**src/rtl/fire2_squeeze_ofm_writer_pkg.sv**
```systemverilog
// Shared types and default geometry for the fire2_squeeze output feature-map writer.
package fire2_pkg;

    localparam int unsigned WIDTH  = 16;
    localparam int unsigned CH     = 16;
    localparam int unsigned WOUT   = 64;
    localparam int unsigned PIX    = WOUT * WOUT;
    localparam int unsigned ADDR_W = $clog2(CH * PIX);

    typedef logic [WIDTH-1:0] word_t;
    typedef word_t [0:CH-1]   pix_vec_t;

    typedef enum logic [1:0] {
        IDLE,
        DRAIN,
        DONE
    } state_t;

endpackage

```
**src/rtl/fire2_squeeze_ofm_writer_buf.sv**
```systemverilog
// Two-slot ping-pong pixel buffer: one slot fills from the conv stage while the other drains.
module ofm_pingpong_buf
    import fire2_pkg::*;
#(
    parameter int unsigned CH    = 16,
    parameter int unsigned WIDTH = 16,
    parameter int unsigned CH_W  = (CH > 1) ? $clog2(CH) : 1
) (
    input  logic             clk,
    input  logic             rst,
    input  logic             push,
    input  logic [WIDTH-1:0] push_data [0:CH-1],
    input  logic             pop,
    input  logic [CH_W-1:0]  rd_ch,
    output logic             full,
    output logic             head_valid,
    output logic             other_valid,
    output logic [WIDTH-1:0] head_word
);

    logic [WIDTH-1:0] slot_q [0:1][0:CH-1];
    logic [1:0]       valid_q;
    logic             wr_ptr_q;
    logic             rd_ptr_q;

    // Push only targets a free slot and pop only the head, so a same-edge
    // push and pop always touch different slots.
    always_ff @(posedge clk) begin
        if (rst) begin
            valid_q  <= '0;
            wr_ptr_q <= 1'b0;
            rd_ptr_q <= 1'b0;
        end else begin
            if (push) begin
                valid_q[wr_ptr_q] <= 1'b1;
                wr_ptr_q          <= ~wr_ptr_q;
            end
            if (pop) begin
                valid_q[rd_ptr_q] <= 1'b0;
                rd_ptr_q          <= ~rd_ptr_q;
            end
        end
    end

    always_ff @(posedge clk) begin
        if (push) begin
            for (int unsigned c = 0; c < CH; c++) begin
                slot_q[wr_ptr_q][c] <= push_data[c];
            end
        end
    end

    always_comb begin
        full        = &valid_q;
        head_valid  = valid_q[rd_ptr_q];
        other_valid = valid_q[~rd_ptr_q];
        head_word   = slot_q[rd_ptr_q][rd_ch];
    end

endmodule

```
**src/rtl/fire2_squeeze_ofm_writer.sv**
```systemverilog
// Serialises each CH-wide ReLU'd pixel into the feature-map RAM in channel-major order
// and signals ram_feedback_o once the full WOUT x WOUT x CH map has been stored.
module fire2_squeeze_ofm_writer
    import fire2_pkg::*;
#(
    parameter  int unsigned WOUT   = fire2_pkg::WOUT,
    parameter  int unsigned CH     = fire2_pkg::CH,
    parameter  int unsigned WIDTH  = fire2_pkg::WIDTH,
    localparam int unsigned ADDR_W = $clog2(CH * WOUT * WOUT)
) (
    input  logic              clk,
    input  logic              rst,
    input  logic              sample_i,
    input  logic [WIDTH-1:0]  ofm_i [0:CH-1],
    output logic              wr_en_o,
    output logic [ADDR_W-1:0] wr_addr_o,
    output logic [WIDTH-1:0]  wr_data_o,
    output logic              ram_feedback_o,
    output logic              done_o,
    output logic              overrun_o,
    output logic              busy_o
);

    localparam int unsigned NPIX  = WOUT * WOUT;
    localparam int unsigned CH_W  = (CH > 1) ? $clog2(CH) : 1;
    localparam int unsigned PIX_W = (NPIX > 1) ? $clog2(NPIX) : 1;

    state_t             state_q, state_d;
    logic [CH_W-1:0]    ch_q;
    logic [PIX_W-1:0]   pix_q;
    logic               fin_q;

    logic               accept, push, drop, issue, pop;
    logic               last_ch, last_pix;
    logic               full, head_valid, other_valid;
    logic [WIDTH-1:0]   head_word, issue_word;

    ofm_pingpong_buf #(
        .CH    (CH),
        .WIDTH (WIDTH),
        .CH_W  (CH_W)
    ) u_buf (
        .clk         (clk),
        .rst         (rst),
        .push        (push),
        .push_data   (ofm_i),
        .pop         (pop),
        .rd_ch       (ch_q),
        .full        (full),
        .head_valid  (head_valid),
        .other_valid (other_valid),
        .head_word   (head_word)
    );

    // A capture into an empty buffer issues channel 0 straight from ofm_i so
    // the first write lands one cycle after the sample pulse.
    always_comb begin
        accept     = sample_i && (state_q != DONE);
        push       = accept && !full;
        drop       = accept && full;
        issue      = (state_q == DRAIN) || ((state_q == IDLE) && (head_valid || push));
        last_ch    = (ch_q == CH_W'(CH - 1));
        last_pix   = (pix_q == PIX_W'(NPIX - 1));
        pop        = issue && last_ch;
        issue_word = head_valid ? head_word : ofm_i[ch_q];

        state_d = state_q;
        if (issue) begin
            if (pop && last_pix) begin
                state_d = DONE;
            end else if (pop && !(other_valid || push)) begin
                state_d = IDLE;
            end else begin
                state_d = DRAIN;
            end
        end
    end

    always_ff @(posedge clk) begin
        if (rst) begin
            state_q        <= IDLE;
            ch_q           <= '0;
            pix_q          <= '0;
            fin_q          <= 1'b0;
            wr_en_o        <= 1'b0;
            wr_addr_o      <= '0;
            wr_data_o      <= '0;
            ram_feedback_o <= 1'b0;
            done_o         <= 1'b0;
            overrun_o      <= 1'b0;
        end else begin
            state_q <= state_d;
            wr_en_o <= issue;
            if (issue) begin
                wr_data_o <= issue_word;
                wr_addr_o <= ADDR_W'(ch_q) * ADDR_W'(NPIX) + ADDR_W'(pix_q);
                ch_q      <= last_ch ? '0 : ch_q + 1'b1;
            end
            if (pop) begin
                pix_q <= pix_q + 1'b1;
            end
            // Completion is flagged on the cycle after the final word is on the bus.
            fin_q          <= pop && last_pix;
            ram_feedback_o <= fin_q;
            if (fin_q) begin
                done_o <= 1'b1;
            end
            if (drop) begin
                overrun_o <= 1'b1;
            end
        end
    end

    assign busy_o = head_valid | other_valid | wr_en_o;

endmodule
```
**config.mk**
```make
export PLATFORM = sky130hd
export DESIGN_NAME = fire2_squeeze_ofm_writer
export DESIGN_NICKNAME = d
export VERILOG_FILES = /design/src/rtl/fire2_squeeze_ofm_writer_pkg.sv /design/src/rtl/fire2_squeeze_ofm_writer_buf.sv /design/src/rtl/fire2_squeeze_ofm_writer.sv
export SDC_FILE = /design/constraint.sdc
export NUM_CORES = 1
export LEC_CHECK = 0
export CAP_MARGIN = 10
export CORE_ASPECT_RATIO = 0.5
export CORE_MARGIN = 1
export CORE_UTILIZATION = 51
export CTS_CLUSTER_SIZE = 14
export DETAILED_ROUTE_END_ITERATION = 8
export PLACE_DENSITY = 0.75
export SETUP_SLACK_MARGIN = 0.02
export SLEW_MARGIN = 20
export SYNTH_ARGS = -nofsm -noshare
export SYNTH_HDL_FRONTEND = slang
export SYNTH_HIERARCHICAL = 1
export SYNTH_SLANG_ARGS = --single-unit
```
**constraint.sdc**
```tcl
create_clock -name clk -period 17 [get_ports clk]
set_clock_uncertainty 0.1 [all_clocks]
set_input_delay 4.25 -clock clk [delete_from_list [all_inputs] [get_ports clk]]
set_output_delay 4.25 -clock clk [all_outputs]
set_load 0.1 [all_outputs]
```
==> summary.md, run 1 <==
| Metric | Value |
|---|---|
| Total negative slack | 0 ns |
| First-pass GRT wire length | 87800 um |
| Vias | 14800 |
| RR Startpoint | ch_q[0] |
| Fmax | 132 MHz |
| CTS Buf Count | 51 |
| Post-synthesis cell area | 0.0246 mm^2 |
| Crit-path max FO | 68 |
| Uppermost routed layer | met4 |
| Post-CTS setup buffers | 0 |
| Initial antenna violation count | 8 |
| Max-cap violations | 0 |
| DRT Wirelength | 59400 um |
| Detail Route Antenna Nets | 0 |
| Chip height | 157 um |
| Layout Nets | 2058 |
| Most frequent cells in the layout | 512 x edfxtp_1, 295 x clkdlybuf4s50_1, 290 x mux2i_1, 83 x nand2_1, 72 x a22oi_1 |
| Clk slew on worst S/H paths | 0.06 ns |
| Clk_lat worst skew | 0.56 ns |
| Post-DP HPWL | 38500 um |
| Final Hold Vio Count | 0 |
| Post-Layout Cell Count | 2479 |
| CP Data Required Time | 17.08 ns |
| Leak Pwr | 9.77 nW |
| Final setup fails | 0 |
| Met3 Routed Length | 5210 um |
| Final min period | 7.56 ns |
| Sequential cell area fraction in the yosys report | 67.5% |
| Share of flip-flops with an asynchronous set or reset | 0% |
| YS warnings | 6 |
| Max H-tree Level | 2 |
| CORE AREA | 0.0472 mm^2 |
| TritonCTS clock tree | built |
| Port bufs | 295 |
| P per Cell Area | 111 mW/mm^2 |
| Via density | 5.96 |
| RSZ-0062 raised after global routing | false |
| Cells after synthesis | 1531 |
| CTS resizes | 0 |
| R2R cell count | 6 |
| Starting Density | 52.1% |
| Hold-fix buffers, CTS | 0 |
| CTS sink cnt | 572 |
| Sequential cell area | 0.0166 mm^2 |
| Tot GR Track Use | 24.0% |
| CP Launch Type | primary input |
| Status | finished, final reports clean |
| DRC | 0 |
| Setup crit start | sample_i |
| Hold crit path type | reg -> reg |
| Post-synth top flop | edfxtp_1 |
| Initial DRC Count | 1419 |
| GPL Wtd Cong | 0.828 |
| Clock root cell | clkbuf_16 |
| Routed len/inst | 24.0 um |
| Top Ports | 296 |
| Slew @ Worst Pin | 1.14 ns |
| Clock buffer depth | 3 |
| Row count | 56 |
| FF-to-FF End | wr_data_o[5] |
| Synth Net Count | 1792 |
| Commonest non-fill, non-tap cell in the layout | edfxtp_1 |
| Final period util | 44.5% |
| Synthesis-to-finish area growth | 19.5% |
| EDFF count, synth | 512 |
| Fraction of layout cells with a size suffix above 1 | 8.29% |
| Setup slack, reg-to-reg | 12.95 ns |
| Final Max Tran Viols | 0 |
| Crit path DAT | 7.64 ns |
| Normalized max-slew margin | 24.0% |
| Area of the multi-input gates | 0.00723 mm^2 |
| Crit path to | u_buf/slot_q[1][161] |
| Endpoint class of the critical path | register |
| Crit Path Category | in -> reg |
| VDD IR max | 0.0758 mV |
| Netlist cell types | 53 |
| # fillers | 3368 |
| DR pass1 iterations | 6 |
| DRT met1 WL | 23400 um |
| Avg Inst Size Synth | 16.0 um^2 |
| Worst Hold Path Cells | 2 |
| Vias in the first global route | 14600 |
| Inst Count DP | 2381 |
| Largest net degree at the start of global routing | 133 |
| GR Overflow Total | 0 |
| Die Footprint | 0.0491 mm^2 |
| Seq cells post-synth | 572 |
| Metal2 WL | 29400 um |
| Die Span X | 312 um |
Yosys cell counts, drive strengths merged, types with 2 or more instances:
master	number	area share [%]
o311ai	2	0.10
xnor2	2	0.071
o21a	2	0.061
a32oi	4	0.14
clkbuf	28	0.43
nand2b	3	0.076
or3	5	0.13
dfxtp	60	4.9
or2	2	0.051
buf	77	2.7
mux2i	290	12
nor2	27	0.44
o31ai	8	0.24
a31oi	22	0.56
o22ai	11	0.31
and2	5	0.13
nand2	83	1.3
nor4	2	0.051
and3	2	0.051
nand4	21	0.53
nor3	18	0.37
edfxtp	512	63
mux2	26	1.2
a21oi	68	1.4
o21ai	8	0.16
a22o	32	1.1
nor2b	10	0.25
or4	7	0.21
o211ai	2	0.061
o221ai	11	0.39
a22oi	72	2.2
inv	9	0.14
mux4	47	4.6
ha	2	0.10
nand3	43	0.88
worst min path at each step:
stage | startpoint | to | slack, ns
after global routing | wr_addr_o[15] | wr_addr_o[15] | 0.38
final | wr_addr_o[5] | wr_addr_o[5] | 0.36
after detailed placement | wr_addr_o[12] | wr_addr_o[12] | 0.35
after floorplan | fin_q | done_o | 0.33
after global placement | wr_addr_o[5] | wr_addr_o[5] | 0.34
after CTS | wr_addr_o[8] | wr_addr_o[8] | 0.36
worst max-delay path: stages:
cell and delay [ns]:
clkdlybuf4s50_1 0.53, nand2b_1 0.13, a21oi_1 0.35, and2_4 0.68, buf_4 0.75, buf_4 0.84
routing by layer:
metal	track usage, %	up-vias
met5	0	-
met4	7.35	0
met3	4.81	84
met2	40.0	618
met1	31.9	7406
li1	-	6661
kinds of logic after synthesis:
kind of cell | count (synthesis) | synth area share, %
compound gates | 248 | 6.97
xor+xnor | 3 | 0.107
fa+ha+maj | 2 | 0.102
buf+inv | 114 | 3.29
flops | 572 | 67.5
mux | 363 | 17.6
simple gates | 229 | 4.48
stage by stage:
| step | hold slack, ns | util (%) | setup WS (ns) | power, W | cell area (um^2) |
|---|---|---|---|---|---|
| floorplan | 0.327 | - | 0.179 | 0.00205 | 24600 |
| global placement | 0.345 | 58.9 | 8.94 | 0.00219 | 27800 |
| detailed placement | 0.349 | 58.9 | 8.90 | 0.00220 | 27800 |
| CTS | 0.359 | 62.2 | 9.48 | 0.00327 | 29300 |
| global route | 0.376 | 62.3 | 9.27 | 0.00336 | 29400 |
| finish | 0.356 | 62.3 | 9.44 | 0.00326 | 29400 |
where the power goes:
group / internal, W / total, W / switching (W)
combinational: 0.000204 / 0.000499 / 0.000295
sequential: 0.00164 / 0.00167 / 0.0000381
clock: 0.000609 / 0.00109 / 0.000477
total: 0.00245 / 0.00326 / 0.000810
flip-flops by register name, indices dropped and copies added (netlist names), 2 cells and up, named ones only:
signal         count
pix_q             12
wr_data_o         16
u_buf/valid_q      2
state_q            2
u_buf/slot_q     512
ch_q               4
wr_addr_o         16
cell type report:
type,instances,area share (%)
sequential,572,56.5
multi-input combinational,845,24.6
timing repair buffer,318,10.8
clock buffer,65,4.53
tap,638,2.72
clock inverter,24,0.699
inverter,9,0.115
antenna,8,0.0682
No activity file was read; power rests on OpenSTA's default activity.
==> inputs of run 2 (changes only) <==
--- a/config.mk
+++ b/config.mk
@@ -8,10 +8,10 @@
 export CAP_MARGIN = 10
 export CORE_ASPECT_RATIO = 0.5
 export CORE_MARGIN = 1
-export CORE_UTILIZATION = 51
+export CORE_UTILIZATION = 56
 export CTS_CLUSTER_SIZE = 14
 export DETAILED_ROUTE_END_ITERATION = 8
-export PLACE_DENSITY = 0.75
+export PLACE_DENSITY = 0.78
 export SETUP_SLACK_MARGIN = 0.02
 export SLEW_MARGIN = 20
 export SYNTH_ARGS = -nofsm -noshare
==> constraint.sdc (replaced) <==
create_clock -name clk -period 7.3 [get_ports clk]
set_clock_uncertainty 0.1 [all_clocks]
set_input_delay 1.825 -clock clk [delete_from_list [all_inputs] [get_ports clk]]
set_output_delay 1.825 -clock clk [all_outputs]
set_load 0.1 [all_outputs]
==> summary.md, run 2 (synthesis results as in run 1) <==
| Metric | Value |
|---|---|
| Most frequent cells in the layout | 512 x edfxtp_1, 295 x clkdlybuf4s50_1, 290 x mux2i_1, 83 x nand2_1, 72 x a22oi_1 |
| Port bufs | 295 |
| FF-to-FF End | wr_data_o[6] |
| R2R cell count | 8 |
| DR pass1 iterations | 6 |
| Crit path DAT | 2.87 ns |
| Crit Path Category | reg -> out |
| CTS sink cnt | 572 |
| Tot GR Track Use | 26.8% |
| Final setup margin | 2.51 ns |
| RR Startpoint | ch_q[1] |
| CTS resizes | 0 |
| Hold_sp | wr_addr_o[13] |
| Clock buffer depth | 3 |
| Final period util | 65.6% |
| Routed len/inst | 25.4 um |
| Clock root cell | clkbuf_16 |
| Hold crit path type | reg -> reg |
| Hold endpoint | wr_addr_o[13] |
| Initial DRC Count | 1681 |
| Max-cap violations | 0 |
| Placement Setup Slack | 2.66 ns |
| Top Ports | 296 |
| Synthesis-to-finish area growth | 19.3% |
| CP Launch Type | register |
| GPL Wtd Cong | 0.904 |
| Total negative slack | 0 ns |
| Fraction of layout cells with a size suffix above 1 | 8.26% |
| Crit-path max FO | 12 |
| CP Data Required Time | 5.38 ns |
| Worst Hold Path Cells | 2 |
| TritonCTS clock tree | built |
| Vias in the first global route | 15100 |
| Largest register by flop count | u_buf/slot_q |
| Final setup fails | 0 |
| Layout Nets | 2054 |
| Die Footprint | 0.0448 mm^2 |
| Row count | 53 |
| Slew @ Worst Pin | 1.08 ns |
| DRT Wirelength | 61400 um |
| # fillers | 2768 |
| Leak Pwr | 9.77 nW |
| First-pass GRT wire length | 89300 um |
| Status | finished, final reports clean |
| Initial antenna violation count | 7 |
| Final min period | 4.79 ns |
| Starting Density | 57.6% |
| Final Hold Vio Count | 0 |
| Commonest non-fill, non-tap cell in the layout | edfxtp_1 |
| DRC | 0 |
| Hold-fix buffers, CTS | 0 |
| P per Cell Area | 258 mW/mm^2 |
| Post-DP HPWL | 39400 um |
| Max H-tree Level | 2 |
| GR Overflow Total | 0 |
| Largest register FFs | 512 |
| Clk_lat worst skew | 0.57 ns |
| Endpoint class of the critical path | output port |
| Top flop regs | u_buf/slot_q x512, wr_addr_o x16, wr_data_o x16 |
| Via density | 6.24 |
| Post-CTS setup buffers | 0 |
| RSZ-0062 raised after global routing | false |
| Detail Route Antenna Nets | 0 |
| Die Span X | 298 um |
| Chip height | 150 um |
| Normalized max-slew margin | 27.9% |
| Fmax | 209 MHz |
| VDD IR max | 0.157 mV |
| Vias | 15100 |
| Setup slack, reg-to-reg | 3.41 ns |
| Largest net degree at the start of global routing | 214 |
| CORE AREA | 0.0426 mm^2 |
| Final Max Tran Viols | 0 |
| Clk slew on worst S/H paths | 0.06 ns |
| CTS Buf Count | 49 |
## run 2: final cells by class
cell class / instances / area (um^2) / share of cell area [%]
Antenna cell: 8 / 20.0 / 0.0683
Clock buffer: 81 / 1470 / 5.02
Sequential cell: 572 / 16600 / 56.6
Tap cell: 577 / 722 / 2.46
Clock inverter: 6 / 30.0 / 0.102
Inverter: 9 / 33.8 / 0.115
Multi-Input combinational cell: 845 / 7240 / 24.7
Timing Repair Buffer: 316 / 3200 / 10.9
## run 2: worst max path at each step
stage                               from                   end  slack [ns]  cells after the start
after detailed placement        sample_i  u_buf/slot_q[1][233]        2.66                      5
after global placement          sample_i  u_buf/slot_q[1][233]        2.73                      5
after CTS                 u_buf/rd_ptr_q                busy_o        2.49                      3
after global routing      u_buf/rd_ptr_q                busy_o        2.44                      3
final                     u_buf/rd_ptr_q                busy_o        2.51                      3
after floorplan                 sample_i    u_buf/slot_q[0][0]        0.72                      3
## run 2: stage by stage
step	util, %	hold WS [ns]	cells	power (W)	cell area (um^2)
5_1_grt	68.7	0.376	2413	0.00780	29300
2_1_floorplan	-	0.327	1531	0.00472	24600
3_3_place_gp	65.0	0.345	2317	0.00507	27700
3_5_place_dp	65.0	0.349	2317	0.00512	27700
6_report	68.7	0.355	2414	0.00757	29300
4_1_cts	68.5	0.357	2404	0.00758	29200
## run 2: routing by layer
layer	GRT usage [%]	share of wire, %
met4	7.26	2.2
met3	6.16	9.2
met1	35.3	39
met2	45.3	50
met5	0	0
## run 2: power by group
part | total, W | switching [W] | internal (W)
sequential | 0.00389 | 0.0000871 | 0.00381
combinational | 0.00118 | 0.000703 | 0.000481
clock | 0.00249 | 0.00112 | 0.00137
total | 0.00757 | 0.00191 | 0.00566
## run 2: worst max-delay path, stage by stage, from the launching register on
cell,delay [ns]
dfxtp_1,0.43
mux2_2,0.48
or3_1,0.41
clkdlybuf4s50_1,0.97
